[src/rtl/ram_mover_pkg.sv]
// Shared types for the RAM block mover: FSM state encoding and command mode constants.
package ram_mover_pkg;

    typedef enum logic [2:0] {
        IDLE = 3'd0,
        FILL = 3'd1,
        RD   = 3'd2,
        WR   = 3'd3,
        DONE = 3'd4
    } state_t;

    localparam logic MODE_FILL = 1'b0;
    localparam logic MODE_COPY = 1'b1;

endpackage

[src/rtl/ram_mover_addr_gen.sv]
// Word offset counter for the block mover; produces src+i, dst+i (modulo depth) and the last-word flag.
module ram_mover_addr_gen #(
    parameter int ADDR_W = 3
) (
    input  logic              clk,
    input  logic              rst,
    input  logic              clr,
    input  logic              inc,
    input  logic [ADDR_W-1:0] src_base,
    input  logic [ADDR_W-1:0] dst_base,
    input  logic [ADDR_W:0]   len,
    output logic [ADDR_W-1:0] src_addr,
    output logic [ADDR_W-1:0] dst_addr,
    output logic              last
);

    logic [ADDR_W-1:0] i_q;
    logic [ADDR_W-1:0] i_d;

    always_comb begin
        i_d = i_q;
        if (clr) begin
            i_d = '0;
        end else if (inc) begin
            i_d = i_q + ADDR_W'(1);
        end
    end

    always_ff @(posedge clk or posedge rst) begin
        if (rst) begin
            i_q <= '0;
        end else begin
            i_q <= i_d;
        end
    end

    // Sums truncate to ADDR_W bits, so addresses wrap around the memory silently.
    assign src_addr = src_base + i_q;
    assign dst_addr = dst_base + i_q;
    assign last     = ({1'b0, i_q} == (len - (ADDR_W + 1)'(1)));

endmodule

[src/rtl/ram_block_mover.sv]
// Block fill / ascending block copy engine driving a word-addressed RAM (in, load, address, out).
// Optional write checksum output enabled by defining RAM_BLOCK_MOVER_CSUM_EN.
module ram_block_mover
    import ram_mover_pkg::*;
#(
    parameter int DATA_W = 8,
    parameter int ADDR_W = 3
) (
    input  logic              clk,
    input  logic              reset,
    input  logic              start,
    input  logic              mode,
    input  logic [ADDR_W-1:0] src_addr,
    input  logic [ADDR_W-1:0] dst_addr,
    input  logic [ADDR_W:0]   len,
    input  logic [DATA_W-1:0] fill_value,
    output logic              busy,
    output logic              done,
    output logic [DATA_W-1:0] mem_in,
    output logic              mem_load,
    output logic [ADDR_W-1:0] mem_address,
    output state_t            state_dbg,
    input  logic [DATA_W-1:0] mem_out
`ifdef RAM_BLOCK_MOVER_CSUM_EN
    ,
    output logic [DATA_W-1:0] csum
`endif
);

    state_t            state_q, state_d;
    logic [ADDR_W-1:0] src_q, src_d;
    logic [ADDR_W-1:0] dst_q, dst_d;
    logic [ADDR_W:0]   len_q, len_d;
    logic [DATA_W-1:0] fill_q, fill_d;
    logic [DATA_W-1:0] hold_q, hold_d;

    logic              accept;
    logic              clr_i;
    logic              inc_i;
    logic              last;
    logic [ADDR_W-1:0] src_cur;
    logic [ADDR_W-1:0] dst_cur;

    ram_mover_addr_gen #(
        .ADDR_W(ADDR_W)
    ) u_addr_gen (
        .clk     (clk),
        .rst     (reset),
        .clr     (clr_i),
        .inc     (inc_i),
        .src_base(src_q),
        .dst_base(dst_q),
        .len     (len_q),
        .src_addr(src_cur),
        .dst_addr(dst_cur),
        .last    (last)
    );

    assign accept = start && ((state_q == IDLE) || (state_q == DONE));

    always_comb begin
        state_d = state_q;
        src_d   = src_q;
        dst_d   = dst_q;
        len_d   = len_q;
        fill_d  = fill_q;
        hold_d  = hold_q;
        clr_i   = 1'b0;
        inc_i   = 1'b0;
        case (state_q)
            IDLE, DONE: begin
                if (accept) begin
                    src_d  = src_addr;
                    dst_d  = dst_addr;
                    len_d  = len;
                    fill_d = fill_value;
                    clr_i  = 1'b1;
                    if (len == '0) begin
                        state_d = DONE;
                    end else if (mode == MODE_COPY) begin
                        state_d = RD;
                    end else begin
                        state_d = FILL;
                    end
                end else if (state_q == DONE) begin
                    state_d = IDLE;
                end
            end
            FILL: begin
                inc_i = 1'b1;
                if (last) state_d = DONE;
            end
            RD: begin
                hold_d  = mem_out;
                state_d = WR;
            end
            WR: begin
                inc_i   = 1'b1;
                state_d = last ? DONE : RD;
            end
            default: state_d = IDLE;
        endcase
    end

    // Outputs depend only on registered state, never on start/mode/len directly.
    always_comb begin
        busy        = 1'b0;
        done        = 1'b0;
        mem_in      = '0;
        mem_load    = 1'b0;
        mem_address = '0;
        case (state_q)
            FILL: begin
                busy        = 1'b1;
                mem_address = dst_cur;
                mem_in      = fill_q;
                mem_load    = 1'b1;
            end
            RD: begin
                busy        = 1'b1;
                mem_address = src_cur;
            end
            WR: begin
                busy        = 1'b1;
                mem_address = dst_cur;
                mem_in      = hold_q;
                mem_load    = 1'b1;
            end
            DONE:    done = 1'b1;
            default: ;
        endcase
    end

    assign state_dbg = state_q;

    always_ff @(posedge clk or posedge reset) begin
        if (reset) begin
            state_q <= IDLE;
            src_q   <= '0;
            dst_q   <= '0;
            len_q   <= '0;
            fill_q  <= '0;
            hold_q  <= '0;
        end else begin
            state_q <= state_d;
            src_q   <= src_d;
            dst_q   <= dst_d;
            len_q   <= len_d;
            fill_q  <= fill_d;
            hold_q  <= hold_d;
        end
    end

`ifdef RAM_BLOCK_MOVER_CSUM_EN
    logic [DATA_W-1:0] csum_q, csum_d;

    always_comb begin
        csum_d = csum_q;
        if (accept) begin
            csum_d = '0;
        end else if (mem_load) begin
            csum_d = csum_q + mem_in;
        end
    end

    always_ff @(posedge clk or posedge reset) begin
        if (reset) begin
            csum_q <= '0;
        end else begin
            csum_q <= csum_d;
        end
    end

    assign csum = csum_q;
`endif

endmodule
[config.mk]
export PLATFORM = sky130hd
export DESIGN_NAME = ram_block_mover
export DESIGN_NICKNAME = d
export VERILOG_FILES = /design/src/rtl/ram_mover_pkg.sv /design/src/rtl/ram_mover_addr_gen.sv /design/src/rtl/ram_block_mover.sv
export SDC_FILE = /design/constraint.sdc
export NUM_CORES = 1
export LEC_CHECK = 0
export CAP_MARGIN = 20
export CORE_UTILIZATION = 50
export DETAILED_ROUTE_END_ITERATION = 10
export MAX_ROUTING_LAYER = met4
export PLACE_DENSITY = 0.95
export SYNTH_ARGS = -nofsm -noshare
export SYNTH_HDL_FRONTEND = slang
export SYNTH_SLANG_ARGS = --single-unit
[constraint.sdc]
create_clock -name clk -period 6.99 [get_ports clk]
set_input_delay 1.398 -clock clk [delete_from_list [all_inputs] [get_ports clk]]
set_output_delay 1.398 -clock clk [all_outputs]
set_load 0.02 [all_outputs]
* Yosys cells after proc, flatten, opt, wreduce, memory -nomap -nowiden
Index checks and enable logic that the tools add are counted.
** Storage, ports and cells
- Flip-flop bits (word level) :: 32
- Bits in latches :: 0
- Memory bits (writable) :: 0
- Bits in read-only memories :: 0
- Bits of input ports :: 30
- Output and inout port bits :: 17
- Word-level logic and storage cells :: 44
- Memories kept :: 0
** Operators by class
- Add/sub/neg operators :: 4
- Multipliers :: 0
- Divide/modulo/power cells :: 0
- Magnitude comparators :: 0
- Equality and inequality tests :: 7
- Shift operators :: 0
- Multiplexer cells :: 16
- Bitwise operators :: 0
- Reductions and logical operators :: 10
** Operators with widths (number)
- 3-bit two-way mux :: 7
- 8-bit case mux with 2 select lines :: 1
- 3-bit case mux with 4 select lines :: 1
- 3-bit adder :: 2
- 3-bit by 2-bit equality test with 1-bit output, second input constant :: 2
- 3-bit case mux with 2 select lines :: 1
- 1-bit two-way mux :: 5
- 3-bit by 4-bit equality test with 1-bit output :: 1
- 4-bit logical NOT :: 1
- 2-bit AND reduction :: 2
- 2-bit OR reduction :: 2
- 4-bit by 1-bit subtractor with 4-bit output, second input constant :: 1
- 3-bit by 1-bit adder with 3-bit output, second input constant :: 1
- 3-bit by 1-bit equality test with 1-bit output, second input constant :: 1
- 3-bit equality test, second input constant :: 1
- 3-bit logical NOT :: 1
- 3-bit inequality test, second input constant :: 1
- 3-bit OR reduction :: 1
- 2-bit two-way mux :: 1
- 2-bit inequality test, second input constant :: 1
- 2-bit nonzero test :: 1
- 1-bit logical AND :: 1
- 1-bit logical OR :: 1

* Depth between registers and ports, before layout
- Word-level depth :: 6
- Gate-level depth with buffers :: 9
- Depth with buffers taken out :: 9

* By module
From an unflattened synthesis, not the netlist that was laid out.
** Second synthesis, totals
- Cell total of the unflattened synthesis :: 133
- Area total of the unflattened synthesis :: 1647.8 um2
** Modules (own cells, without submodules)
- ram_block_mover :: instances 1, cells an instance 96, area an instance 1306.3 um2, seq. area each 725.7 um2
- ram_mover_addr_gen :: instances 1, cells an instance 37, area an instance 341.6 um2, seq. area each 75.1 um2

* Worst setup path before layout
Ideal clock, no wire load.
- Path kind :: register to output
- Start :: register state_q[0], in the netlist state_dbg[0]
- End :: output mem_address[2]
- Data arrival time :: 2.294 ns
- Required time :: 5.592 ns
- Path slack :: 3.298 ns
- Stages on the path, launching flop included :: 10
- Path buffers :: 0
- Cell sequence :: dfrtp_1 > nand2b_2 > clkinv_1 > nand2_1 > nand2_1 > ha_1 > fa_1 > xor2_1 > a221oi_1 > a21oi_1
** On the way
- Longest elaborated chain between the ends :: 3
- Elaborated cells on any way between the ends :: 5
- Those cells by class :: 3 x eq/ne; 1 x mux; 1 x reduce/logical
** Ends and longest elaborated chain
- from (decl) :: RTL line ram_block_mover.sv:30 : state_t state_q, state_d;
- from (signal assigned) :: RTL line ram_block_mover.sv:145 : state_q <= state_d;
- 3-bit by 2-bit equality test with 1-bit output or 3-bit by 1-bit equality test with 1-bit output (tied branches) :: RTL line ram_block_mover.sv:112 : case (state_q)
- 2-bit OR reduction (no source line)
- 3-bit case mux with 2 select lines * :: RTL line ram_block_mover.sv:112
- to (decl) :: RTL line ram_block_mover.sv:21 : output logic [ADDR_W-1:0] mem_address,
Mark *: on every way between the ends. The rest lies on a longest branch, timed or not.

* Worst setup path after layout
Same ends and word-level chain as after synthesis.

==> summary.md <==
| Metric | Value |
|---|---|
| Status | complete, no violations |
| Largest net degree at the start of global routing | 27 |
| Total wire length | 3330 um |
| Sink Count | 32 |
| Hold WC Path Type | reg -> reg |
| Syn Nets | 169 |
| # rows | 20 |
| Pwr Density | 496 nW/um^2 |
| CTS buffer count | 5 |
| Initial drt markers | 46 |
| Synth top area share | 0.503 |
| Ports | 47 |
| DRT antenna net count | 0 |
| 1st-pass router iterations | 4 |
| CP required | about 5600 ps |
| Final setup margin | 2390 ps |
| # Max-Cap Violations | 0 |
| Total global routing overflow | 0 |
| Mean Syn Cell Area | approximately 12 um^2 |
| Seq cells post-synth | 32 |
| Min-delay src | hold_q[5] |
| Initial Util | 0.526 |
| YS warnings | 0 |
| Wire per inst | 14.4 um |
| Detail Placement HPWL | 2560 um |
| Tmin final | 4600 ps |
| Area contributors post-synth | dfrtp_1, mux2_2, mux2i_1, nand2_1, nor2_1 |
| Antenna cells | 0 |
| Final net count | 220 |
| I/O Buffers | 46 |
| Vias/cell | 5.12 |
| Hold buffers post-CTS | 0 |
| Hold WS | 517 ps |
| Final Hold Viols | 0 |
| Clk root buf | clkbuf_4 |
| Hold path depth | 1 |
| Final Max Slew Viols | 0 |
| Critical path origin | state_dbg[0] |
| Die Wd | 58.4 um |
| Final setup vio count | 0 |
| TNS Setup | 0 ps |
| Vias in the first global route | 1201 |
| Height of the die | 58.4 um |
| Pre-CTS WS | 2770 ps |
| Filler cell count | 213 |
| PostCTS Resize Cnt | 0 |
| Synth unique cells | 33 |
| Util after Layout | 0.719 |
| CP max FO | 15 |
| Clock tree buffer depth | 2 |
| Startpoint types | flip-flop |
| Worst Reg-to-Reg Cells | 3 |
| Reg clk slew, reported paths | about 90 ps |
| Fmax | 0.218 GHz |
| RR Startpoint | state_dbg[1] |
| Worst Tran Pin Value | just over 600 ps |
| Area leader, netlist | dfrtp_1 |
| Worst-skew pair later-pin latency | approximately 330 ps |
| Area delta synth->final | 36.8% |
| Detailed-route DRC error count | 0 |
| CP endpoint kind | primary output |
| RSZ-0062 raised after global routing | false |
| Initial antenna violation count | 0 |
| Core Region | between 3000 and 4000 um^2 |
| Share of cells above drive strength 1 | 0.193 |
| Vias | between 1000 and 1500 |
| TritonCTS clock tree | built |
| First-pass GRT wire length | 5400 um |
| Fin crit share | 0.658 |
| Die area | 3410 um^2 |
| RePlAce Congestion | between 0.7 and 0.8 |
| Slew headroom | 0.586 |
| Critical path class | reg -> out |
| Post-Synthesis Cells | around 140 |
| H-tree depth | 2 |
| Hold endpoint | hold_q[5] |
| Lkg Pwr | 0.948 nW |
| Non-Filler Instances | approximately 230 |
| Seq/Total Area, Yosys | 0.503 |
| Layout Skew | a little over 6 ps |
| Overall Global Routing Usage | 0.225 |
| Placed Cells | 222 |
| Setup bufs post-CTS | 0 |
| CP arrival | 3200 ps |
| Reg2Reg Setup Slack | 5030 ps |
| Peak VDD IR | 314 uV |
| RR Endpoint | hold_q[3] |
| Post-Syn Area | roughly 1600 um^2 |
[Yosys cell counts]
| cell type | count |
|---|---|
| buf_2 | 1 |
| a221oi_1 | 1 |
| nand2b_1 | 1 |
| xor2_1 | 4 |
| nand2_1 | 14 |
| buf_6 | 2 |
| nor2_2 | 1 |
| nor3b_4 | 1 |
| o211a_1 | 1 |
| clkbuf_1 | 1 |
| a21oi_1 | 2 |
| clkinv_1 | 1 |
| o211ai_1 | 1 |
| fa_1 | 1 |
| nand2b_2 | 1 |
| nand3_1 | 1 |
| a211o_1 | 1 |
| ha_1 | 3 |
| nor3b_1 | 1 |
| and2_1 | 3 |
| o21ba_2 | 1 |
| mux2_2 | 23 |
| nor3_1 | 1 |
| dfrtp_1 | 32 |
| xnor2_1 | 2 |
| o32a_1 | 1 |
| nor2_1 | 14 |
| or4_4 | 1 |
| mux2i_1 | 8 |
| o21ai_0 | 3 |
| a2bb2oi_1 | 1 |
| inv_1 | 5 |
| o22ai_1 | 1 |
[state kept, by name, summed over array words and instances, names as in the netlist]
name            flops
src_q               3
dst_q               3
len_q               4
u_addr_gen.i_q      3
fill_q              8
state_dbg           3
hold_q              8
[per-layer routing]
layer  vias to the layer above  share of wire  GRT usage
met3                         7          0.050     0.0747
met1                       572           0.43      0.260
met5                         -              0          -
met4                         0          0.022     0.0850
li1                        565              -          -
met2                        39           0.50      0.365
[cells by family after synthesis]
| family | share of synthesized area |
|---|---|
| and+or+nand+nor | 0.121 |
| xor gates and xnor gates | 0.0330 |
| DFF | 0.503 |
| adders and majority gates | 0.0362 |
| buffers and inverters | 0.0338 |
| AOI/OAI and AO/OA | 0.0598 |
| muxes | 0.213 |
[how the worst max path moves through the flow]
| stage | slack (ps) | cells after the start | endpoint |
|---|---|---|---|
| final | 2390 | 10 | mem_address[2] |
| after global routing | 2160 | 10 | mem_address[2] |
| after CTS | 2380 | 10 | mem_address[2] |
| after detailed placement | 2770 | 10 | mem_address[2] |
| after global placement | 2870 | 10 | mem_address[2] |
| after floorplan | 3300 | 9 | mem_address[2] |
[metrics by stage]
step | total power [mW] | cell area [um^2]
4_1_cts | 1.09 | 2160
2_1_floorplan | 0.749 | 1590
3_5_place_dp | 0.974 | 2100
6_report | 1.08 | 2180
5_1_grt | 1.16 | 2180
3_3_place_gp | 0.949 | 2080
[cell usage in the layout, fill, tap and decap left out, drive strengths merged]
cell | Yosys | layout
nand3 | 1 | 1
ha | 3 | 3
o32a | 1 | 1
or4 | 1 | 1
o211ai | 1 | 1
o21ba | 1 | 1
nor2 | 15 | 15
a211o | 1 | 1
clkdlybuf4s50 | 0 | 46
mux2i | 8 | 8
dfrtp | 32 | 32
clkinv | 1 | 1
a21oi | 2 | 2
buf | 3 | 2
xor2 | 4 | 4
o21ai | 3 | 3
nand2 | 14 | 14
clkbuf | 1 | 8
o22ai | 1 | 1
and2 | 3 | 3
inv | 5 | 5
nor3 | 1 | 1
fa | 1 | 1
nand2b | 2 | 2
o211a | 1 | 1
a2bb2oi | 1 | 1
xnor2 | 2 | 2
mux2 | 23 | 23
a221oi | 1 | 1
nor3b | 2 | 2
[worst max-delay path: stages, from the launching register on]
cell,delay [ps]
dfrtp_1,500
nand2b_2,290
clkinv_1,260
nand2_1,130
nand2_1,60
ha_1,180
fa_1,370
xor2_1,180
a221oi_1,70
a21oi_1,190
clkdlybuf4s50_1,630
[area by class of cell]
class | instances | area, um^2 | share of cell area
Clock buffer | 8 | 58.8 | 0.0270
Inverter | 6 | 22.5 | 0.0103
Multi-Input combinational cell | 93 | 737 | 0.339
Sequential cell | 32 | 801 | 0.368
Tap cell | 44 | 55.1 | 0.0253
Timing Repair Buffer | 48 | 503 | 0.231
[power by group]
part	total [mW]	switching, mW	internal, mW
clock network	0.108	0.0581	0.0496
logic	0.610	0.287	0.323
registers	0.363	0.0846	0.278
total	1.08	0.429	0.651
(Power assumes the default switching activity.)
